## src/rtl/counter_pkg.sv

```systemverilog
// rtl/counter_pkg.sv - shared types and helpers for the up/down modulo counter
package counter_pkg;

    typedef enum logic {
        CNT_WRAP = 1'b0,
        CNT_SAT  = 1'b1
    } cnt_mode_e;

    // Values are carried at 32 bits so one helper serves every counter width.
    function automatic logic [31:0] clamp_load(input logic [31:0] value, input logic [31:0] max_v);
        return (value > max_v) ? max_v : value;
    endfunction

endpackage

```

## src/rtl/counter_prescaler.sv

```systemverilog
// rtl/counter_prescaler.sv - enable divider producing one step per PRESCALE enabled cycles
module counter_prescaler #(
    parameter int PRESCALE = 1
) (
    input  logic clk,
    input  logic reset,
    input  logic enable,
    input  logic clear,
    output logic step
);

    generate
        if (PRESCALE == 1) begin : g_direct
            logic unused_ok;
            assign unused_ok = ^{clk, reset, clear};
            assign step      = enable;
        end else begin : g_div
            localparam int DW = $clog2(PRESCALE);
            localparam logic [DW-1:0] LAST = DW'(PRESCALE - 1);

            logic [DW-1:0] div_q, div_d;

            assign step = enable && (div_q == LAST);

            // Clear wins over a coincident step so a load restarts the phase.
            always_comb begin
                div_d = div_q;
                if (clear) begin
                    div_d = '0;
                end else if (enable) begin
                    div_d = step ? '0 : div_q + DW'(1);
                end
            end

            always_ff @(posedge clk) begin
                if (reset) begin
                    div_q <= '0;
                end else begin
                    div_q <= div_d;
                end
            end
        end
    endgenerate

endmodule

```

## src/rtl/updown_counter_mod.sv

```systemverilog
// rtl/updown_counter_mod.sv - up/down modulo counter with wrap/saturate, load and prescaler
// Optional compare output enabled by UPDOWN_COUNTER_CMP_EN.
module updown_counter_mod
    import counter_pkg::*;
#(
    parameter int WIDTH     = 8,
    parameter int MAX_COUNT = 2**WIDTH - 1,
    parameter int PRESCALE  = 1
) (
    input  logic             clk,
    input  logic             reset,
    input  logic             enable,
    input  logic             up,
    input  logic             mode,
    input  logic             load,
    input  logic [WIDTH-1:0] load_val,
    output logic [WIDTH-1:0] count,
    output logic             at_max,
    output logic             at_min,
    output logic             wrap
`ifdef UPDOWN_COUNTER_CMP_EN
    ,
    input  logic [WIDTH-1:0] cmp_val,
    output logic             cmp_hit
`endif
);

    localparam logic [WIDTH-1:0] MAX_V = WIDTH'(MAX_COUNT);

    logic             step;
    logic [WIDTH-1:0] load_clamped;
    logic [WIDTH-1:0] count_q, count_d;
    logic             wrap_q, wrap_d;
    logic             at_max_q, at_min_q;
    cnt_mode_e        mode_e;

    assign mode_e       = cnt_mode_e'(mode);
    assign load_clamped = WIDTH'(clamp_load(32'(load_val), 32'(MAX_COUNT)));

    counter_prescaler #(.PRESCALE(PRESCALE)) u_prescaler (
        .clk    (clk),
        .reset  (reset),
        .enable (enable),
        .clear  (load),
        .step   (step)
    );

    // Boundaries are compared explicitly because MAX_COUNT may sit below 2**WIDTH-1.
    always_comb begin
        count_d = count_q;
        wrap_d  = 1'b0;
        if (load) begin
            count_d = load_clamped;
        end else if (step) begin
            if (up) begin
                if (count_q == MAX_V) begin
                    if (mode_e == CNT_WRAP) begin
                        count_d = '0;
                        wrap_d  = 1'b1;
                    end
                end else begin
                    count_d = count_q + WIDTH'(1);
                end
            end else begin
                if (count_q == '0) begin
                    if (mode_e == CNT_WRAP) begin
                        count_d = MAX_V;
                        wrap_d  = 1'b1;
                    end
                end else begin
                    count_d = count_q - WIDTH'(1);
                end
            end
        end
    end

    always_ff @(posedge clk) begin
        if (reset) begin
            count_q  <= '0;
            wrap_q   <= 1'b0;
            at_max_q <= 1'b0;
            at_min_q <= 1'b1;
        end else begin
            count_q  <= count_d;
            wrap_q   <= wrap_d;
            at_max_q <= (count_d == MAX_V);
            at_min_q <= (count_d == '0);
        end
    end

    assign count  = count_q;
    assign wrap   = wrap_q;
    assign at_max = at_max_q;
    assign at_min = at_min_q;

`ifdef UPDOWN_COUNTER_CMP_EN
    logic cmp_hit_q;

    always_ff @(posedge clk) begin
        if (reset) begin
            cmp_hit_q <= (cmp_val == '0);
        end else begin
            cmp_hit_q <= (count_d == cmp_val);
        end
    end

    assign cmp_hit = cmp_hit_q;
`endif

endmodule

```

## config.mk

```make
export PLATFORM = sky130hd
export DESIGN_NAME = updown_counter_mod
export DESIGN_NICKNAME = d
export VERILOG_FILES = /design/src/rtl/counter_pkg.sv /design/src/rtl/counter_prescaler.sv /design/src/rtl/updown_counter_mod.sv
export SDC_FILE = /design/constraint.sdc
export NUM_CORES = 1
export LEC_CHECK = 0
export CAP_MARGIN = 40
export CORE_ASPECT_RATIO = 0.7
export CORE_MARGIN = 4
export CORE_UTILIZATION = 30
export DETAILED_ROUTE_END_ITERATION = 10
export HOLD_SLACK_MARGIN = 0.02
export SLEW_MARGIN = 40
export SYNTH_ARGS = -nofsm -noshare
export SYNTH_HDL_FRONTEND = slang
export SYNTH_SLANG_ARGS = --single-unit
```

## constraint.sdc

```tcl
create_clock -name clk -period 2.8 [get_ports clk]
set_input_delay 0.28 -clock clk [delete_from_list [all_inputs] [get_ports clk]]
set_output_delay 0.28 -clock clk [all_outputs]
set_load 0.005 [all_outputs]
```

==> reports/qor.yml, run 1 <==
place:
  placed_area_um2: 1470
  port_buffers: 24
  gp_congestion: 0.939
  place_hpwl_mm: 2.97
global_route:
  grt_pass1_wl_mm: 6.51
  grt_pass1_vias: 1287
  grt_max_degree: 17
  antenna_found_initial: 0
  grt_overflow: 0
  grtUsageTotal: 0.175
timing:
  tightest_slew_ps: 606
  slew_viol_final: 0
  period_share: 0.955
  hold_viol: 0
  fmax_mhz: 374
  setup_viol: 0
  slew-limit-headroom: 0.592
  fin_worst_skew_ps: 5.87
  fin_crit_ps: 2670
setup_path:
  endpoint_kind: "flop"
  crit_start: "count[1]"
  cp_data_arrival_time_ps: 2830
  slowest_delay_ps: 560
  path_class: "reg2reg"
  worstPathMaxFanout: 8
  cp_common_cell: "nor4b_4"
  path_cells: "inv_2, ha_4, nor4b_4, and3_4, a311o_1, a31oi_1, a21boi_1, or4_4, nor4b_4"
  timing.rr.start: "count[1]"
  start_kind: "flop"
  path_buf_inv: 1
  required_ps: 2950
  crit_family: "simple AND/OR/NAND/NOR gates"
  crit_slowest_cell: "or4_4"
hold_path:
  hp-start: "load_val[3]"
  hp-class: "in2reg"
route:
  drt-wirelength-per-cell_um: 17.4
  viasPerCell: 6.30
  ant_nets: 0
  drtIter0Drc: 252
  wl_mm: 4.08
  drc: 0
  via_count: 1475
  first_pass_iters: 5
synthesis:
  synth-seq-cells: 11
  syn_avg_cell_area_um2: 7.20
  synth_edf_count: 0
  synth_top_area_cell: "dfxtp_1"
  synthCells: 157
  syn_area_um2: 1130
  yosysWarnings: 0
  synth_common_cells: "nor2_1, dfxtp_1, clkbuf_1, nand2_1, o21ai_0"
  ys.flop_type: "dfxtp_1"
  synthArstFlopShare: 0
  synth.area.top_cells: "dfxtp_1, nor2_1, o21ai_0"
  synth_cell_types: 50
  synth_top_cell_area_share: 0.195
  synth_most_common_cell: "nor2_1"
  ys_seq_area_frac: 0.195
  syn_nets: 174
power:
  p_total_uw: 599
  ir_drop_mv: 0.304
  power.density_nw_per_um2: 382
  p_leak_uw: 0.000604
clocking:
  cts_hold_buf: 0
  cts.sinks: 11
  cts-root-buf: "clkbuf_8"
  clockBufferDepth: 2
  cts_buffers: 3
  htreeDepth: 1
  cts_tree: "done"
  clk_latency_ps: 240
  path_clk_slew_ps: 50
finish:
  design_area_um2: 1570
  antenna_cells: 0
  area_delta_synth_final_pct: 38.7
  fillCellCount: 366
  drive_above_1_share: 0.174
  nets: 202
die:
  rows: 18
  core_um2: 3580
  dieWidth_um: 81.4
  io_pins: 25
  start_util: 0.316
  dieArea_um2: 4830
  die_y_um: 59.4
flow_run:
  cap_violations: 0
outcome:
  status: "finished clean"
-- path summary, 6_finish.rpt --
kind,end,slack (ps),cells past startpoint
worst max-delay path,at_max,130,9
worst min-delay path,count[3],730,3
worst max register to register,at_max,130,9
worst min register to register,wrap,900,4
-- layout by cell type (no fill, tap or decap), types with 4 or more instances in the layout --
cell type,count
and4_1,4
a21oi_1,5
a41oi_1,4
buf_4,15
a31oi_1,6
nand2_1,8
nor2_1,19
nor3_1,4
inv_1,5
nand3_1,8
o21ai_0,9
dfxtp_1,9
mux2i_1,4
clkdlybuf4s50_1,24
-- worst register-to-register path, stage by stage (launching register included) --
cell and delay, ps:
dfxtp_2 340, inv_2 90, ha_4 150, nor4b_4 480, and3_4 320, a311o_1 130, a31oi_1 110, a21boi_1 160
or4_4 560, nor4b_4 260
-- cell type report --
type | instances | area (um^2) | area share
Tap cell | 50 | 62.6 | 0.0399
Timing Repair Buffer | 39 | 353 | 0.225
Clock buffer | 3 | 41.3 | 0.0263
Multi-Input combinational cell | 123 | 858 | 0.547
Clock inverter | 1 | 5.00 | 0.00319
Sequential cell | 11 | 223 | 0.142
Inverter | 7 | 26.3 | 0.0167
-- power breakdown --
| part | internal, uW | total [uW] | switching (uW) |
|---|---|---|---|
| registers | 168 | 192 | 24.1 |
| clock network | 97.8 | 158 | 60.6 |
| logic | 121 | 249 | 129 |
-- stage by stage --
step                setup slack [ps]  hold slack [ps]  TNS, ps  std cells  utilization
floorplan                        128              431        0        157            -
global placement                 112              880        0        229        0.411
detailed placement              90.2              888        0        229        0.411
CTS                             57.7              702        0        233        0.424
global route                   -5.71              759    -5.71        234        0.438
finish                           126              730        0        234        0.438
-- repair_timing --
action / 4_1_cts / 5_1_grt
buffers inserted: 0 / 1
resized for setup: 0 / 12
endpoints found under the setup margin: 0 / 2
-- cell families (layout without fill, tap and decap cells) --
family | count (synthesis) | in the layout | synth area share
AOI/OAI and AO/OA | 50 | 50 | 0.315
adders and majority gates | 3 | 3 | 0.0332
buffers and inverters | 23 | 50 | 0.0830
DFF | 11 | 11 | 0.195
muxes | 4 | 4 | 0.0354
and+or+nand+nor | 66 | 66 | 0.338
-- layer usage --
metal	part of all wire	up-vias	global-route usage
li1	-	661	-
met5	0	-	0
met1	0.45	692	0.270
met4	0.019	0	0.0313
met2	0.42	109	0.241
met3	0.11	13	0.0471
-- flip-flops by register name (all words and copies together) (netlist names) --
signal  cells
at_min      1
count       8
wrap        1
at_max      1
Note: power is estimated with default switching activity, not from simulation.
==> run 2, diff against run 1 <==
--- a/config.mk
+++ b/config.mk
@@ -5,6 +5,7 @@
 export SDC_FILE = /design/constraint.sdc
 export NUM_CORES = 1
 export LEC_CHECK = 0
+export ABC_CLOCK_PERIOD_IN_PS = 2800
 export CAP_MARGIN = 40
 export CORE_ASPECT_RATIO = 0.7
 export CORE_MARGIN = 4
==> results of run 2 <==
The final DEF is identical to that of run 1; final timing and power are the same.
==> run 3, diff against run 2 <==
--- a/config.mk
+++ b/config.mk
@@ -8,7 +8,7 @@
 export ABC_CLOCK_PERIOD_IN_PS = 2800
 export CAP_MARGIN = 40
 export CORE_ASPECT_RATIO = 0.7
-export CORE_MARGIN = 4
+export CORE_MARGIN = 2
 export CORE_UTILIZATION = 30
 export DETAILED_ROUTE_END_ITERATION = 10
 export HOLD_SLACK_MARGIN = 0.02
==> reports/qor.yml, run 3 (synthesized netlist as in run 1, its figures left out) <==
route:
  ant_nets: 0  # unchanged
  via_count: 1418  # -3.9%
  wl_mm: 3.94  # -3.4%
  drt-wirelength-per-cell_um: 16.3  # -6.6%
  viasPerCell: 5.86  # -7.0%
  first_pass_iters: 4  # -1
  drtIter0Drc: 269  # +6.7%
  drc: 0  # unchanged
timing:
  fin_worst_skew_ps: 1.52  # -4.35 ps
  hold_viol: 0  # unchanged
  slew_viol_final: 0  # unchanged
  slew-limit-headroom: 0.634  # +0.0420
  tightest_slew_ps: 548  # -57.3 ps
  period_share: 0.933  # -0.0223
  timing.hold.ws_ps: 674  # -56.2 ps
  fin_crit_ps: 2610  # -62.4 ps
  fmax_mhz: 383  # +2.4%
  setup_viol: 0  # unchanged
  fin_ws_ps: 188  # +62.4 ps
outcome:
  status: "finished clean"
power:
  seqPwrFrac: 0.325  # +0.005
  combPwrFrac: 0.414  # -0.002
  p_leak_uw: 0.000629  # +4.2%
  p_switching_uw: 206  # -3.4%
  p_clk_frac: 0.261  # -0.003
  ir_drop_mv: 0.372  # +22%
  power.density_nw_per_um2: 374  # -2.0%
  p_int_uw: 390  # +1.0%
  switching_share: 0.346  # -0.0104
global_route:
  grt_overflow: 0  # unchanged
  grt_pass1_wl_mm: 6.51  # unchanged
  antenna_found_initial: 0  # unchanged
  grtUsageTotal: 0.189  # +0.0140
  grt_pass1_vias: 1256  # -2.4%
  grt_max_degree: 14  # -3
flow_run:
  cap_violations: 0  # unchanged
finish:
  final_core_util: 0.448  # +0.00945
  drive_above_1_share: 0.156  # -0.0177
  final_common_cell: "clkdlybuf4s50_1"
  nets: 210  # +4.0%
  area_delta_synth_final_pct: 40.8
  mostFrequentLayoutCells: "clkdlybuf4s50_1, buf_4, nor2_1"
  instances_no_fill: 242  # +3.4%
  largest_reg_flops: 8  # unchanged
  antenna_cells: 0  # unchanged
die:
  io_pins: 25  # unchanged
  dieWidth_um: 77.4  # -4.9%
  rows: 18  # unchanged
  start_util: 0.318  # +0.00200
  dieArea_um2: 4290  # -11%
  core_um2: 3560  # -0.63%
  die_y_um: 55.4  # -6.7%
clocking:
  clockBufferDepth: 2  # unchanged
  clk_latency_ps: 230  # about the same
  path_clk_slew_ps: 50  # about the same
  cts_tree: "done"
  cts-root-buf: "clkbuf_8"
  htreeDepth: 1  # unchanged
  post_cts_buffers: 0  # unchanged
  cts.sinks: 11  # unchanged
  cts_buffers: 3  # unchanged
setup_path:
  required_ps: 2950  # about the same
  path_class: "reg2reg"
  endpoint_kind: "flop"
  cp_data_arrival_time_ps: 2760  # -70 ps
  crit_slowest_cell: "or4_1"
  worstPathMaxFanout: 5  # -3
  path_cells: "inv_1, ha_1, nor4b_4, a2111oi_1, a41oi_1, a32oi_2, o21ai_0, or4_1, nor4b_2"
  slowest_delay_ps: 450  # -110 ps
  start_kind: "flop"
hold_path:
  hp-class: "in2reg"
place:
  port_buffers: 24  # unchanged
  gp_congestion: 1.02  # +8.6%
  placedCellCount: 238  # +3.9%
  place_hpwl_mm: 3.09  # +4.1%
  pre_cts_ws_ps: 145  # +55.1 ps
-- run 3: final timing paths --
check / from / to / slack [ps] / cells past startpoint
min: load_val[3] / count[3] / 670 / 3
min reg2reg: count[6] / count[6] / 880 / 4
max reg2reg: count[0] / at_max / 190 / 9
max: count[0] / at_max / 190 / 9
-- run 3: what timing repair did --
item | CTS | global route
hold buffers | 0 | 0
resized for setup | 0 | 2
setup endpoints to repair | 0 | 1
hold endpoints to repair | 0 | 0
-- run 3: critical path: cells and delay by family, from the launching register on --
| family | cells | cell delay (ps) |
|---|---|---|
| AOI/OAI and AO/OA | 4 | 950 |
| adders and majority gates | 1 | 230 |
| buffers and inverters | 1 | 110 |
| DFF | 1 | 400 |
| and+or+nand+nor | 3 | 850 |
-- run 3: power by group through the flow --
stage	registers, uW	logic, uW	clock network (uW)
final	194	247	156
after global routing	196	268	171
after detailed placement	196	239	0
after floorplan	182	145	0
after global placement	195	239	0
after CTS	193	241	160
-- run 3: per-layer routing --
layer	up-vias	global-route usage	part of all wire
met1	670	0.292	0.51
met3	2	0.0621	0.091
li1	675	-	-
met2	71	0.262	0.40
met4	0	0.0153	0.0020
met5	-	0	0
-- run 3: cell type report --
type                            instances  area [um^2]
Fill cell                             372         1970
Multi-Input combinational cell        123          826
Timing Repair Buffer                   47          413
Sequential cell                        11          220
Tap cell                               50         62.6
Clock buffer                            4         45.0
Inverter                                7         26.3
-- run 3: stage by stage --
stage | area (um^2) | total power, uW | TNS [ps]
detailed placement | 1540 | 435 | 0
floorplan | 1130 | 327 | 0
CTS | 1580 | 593 | 0
finish | 1590 | 596 | 0
global placement | 1540 | 434 | 0
global route | 1590 | 635 | -0.259
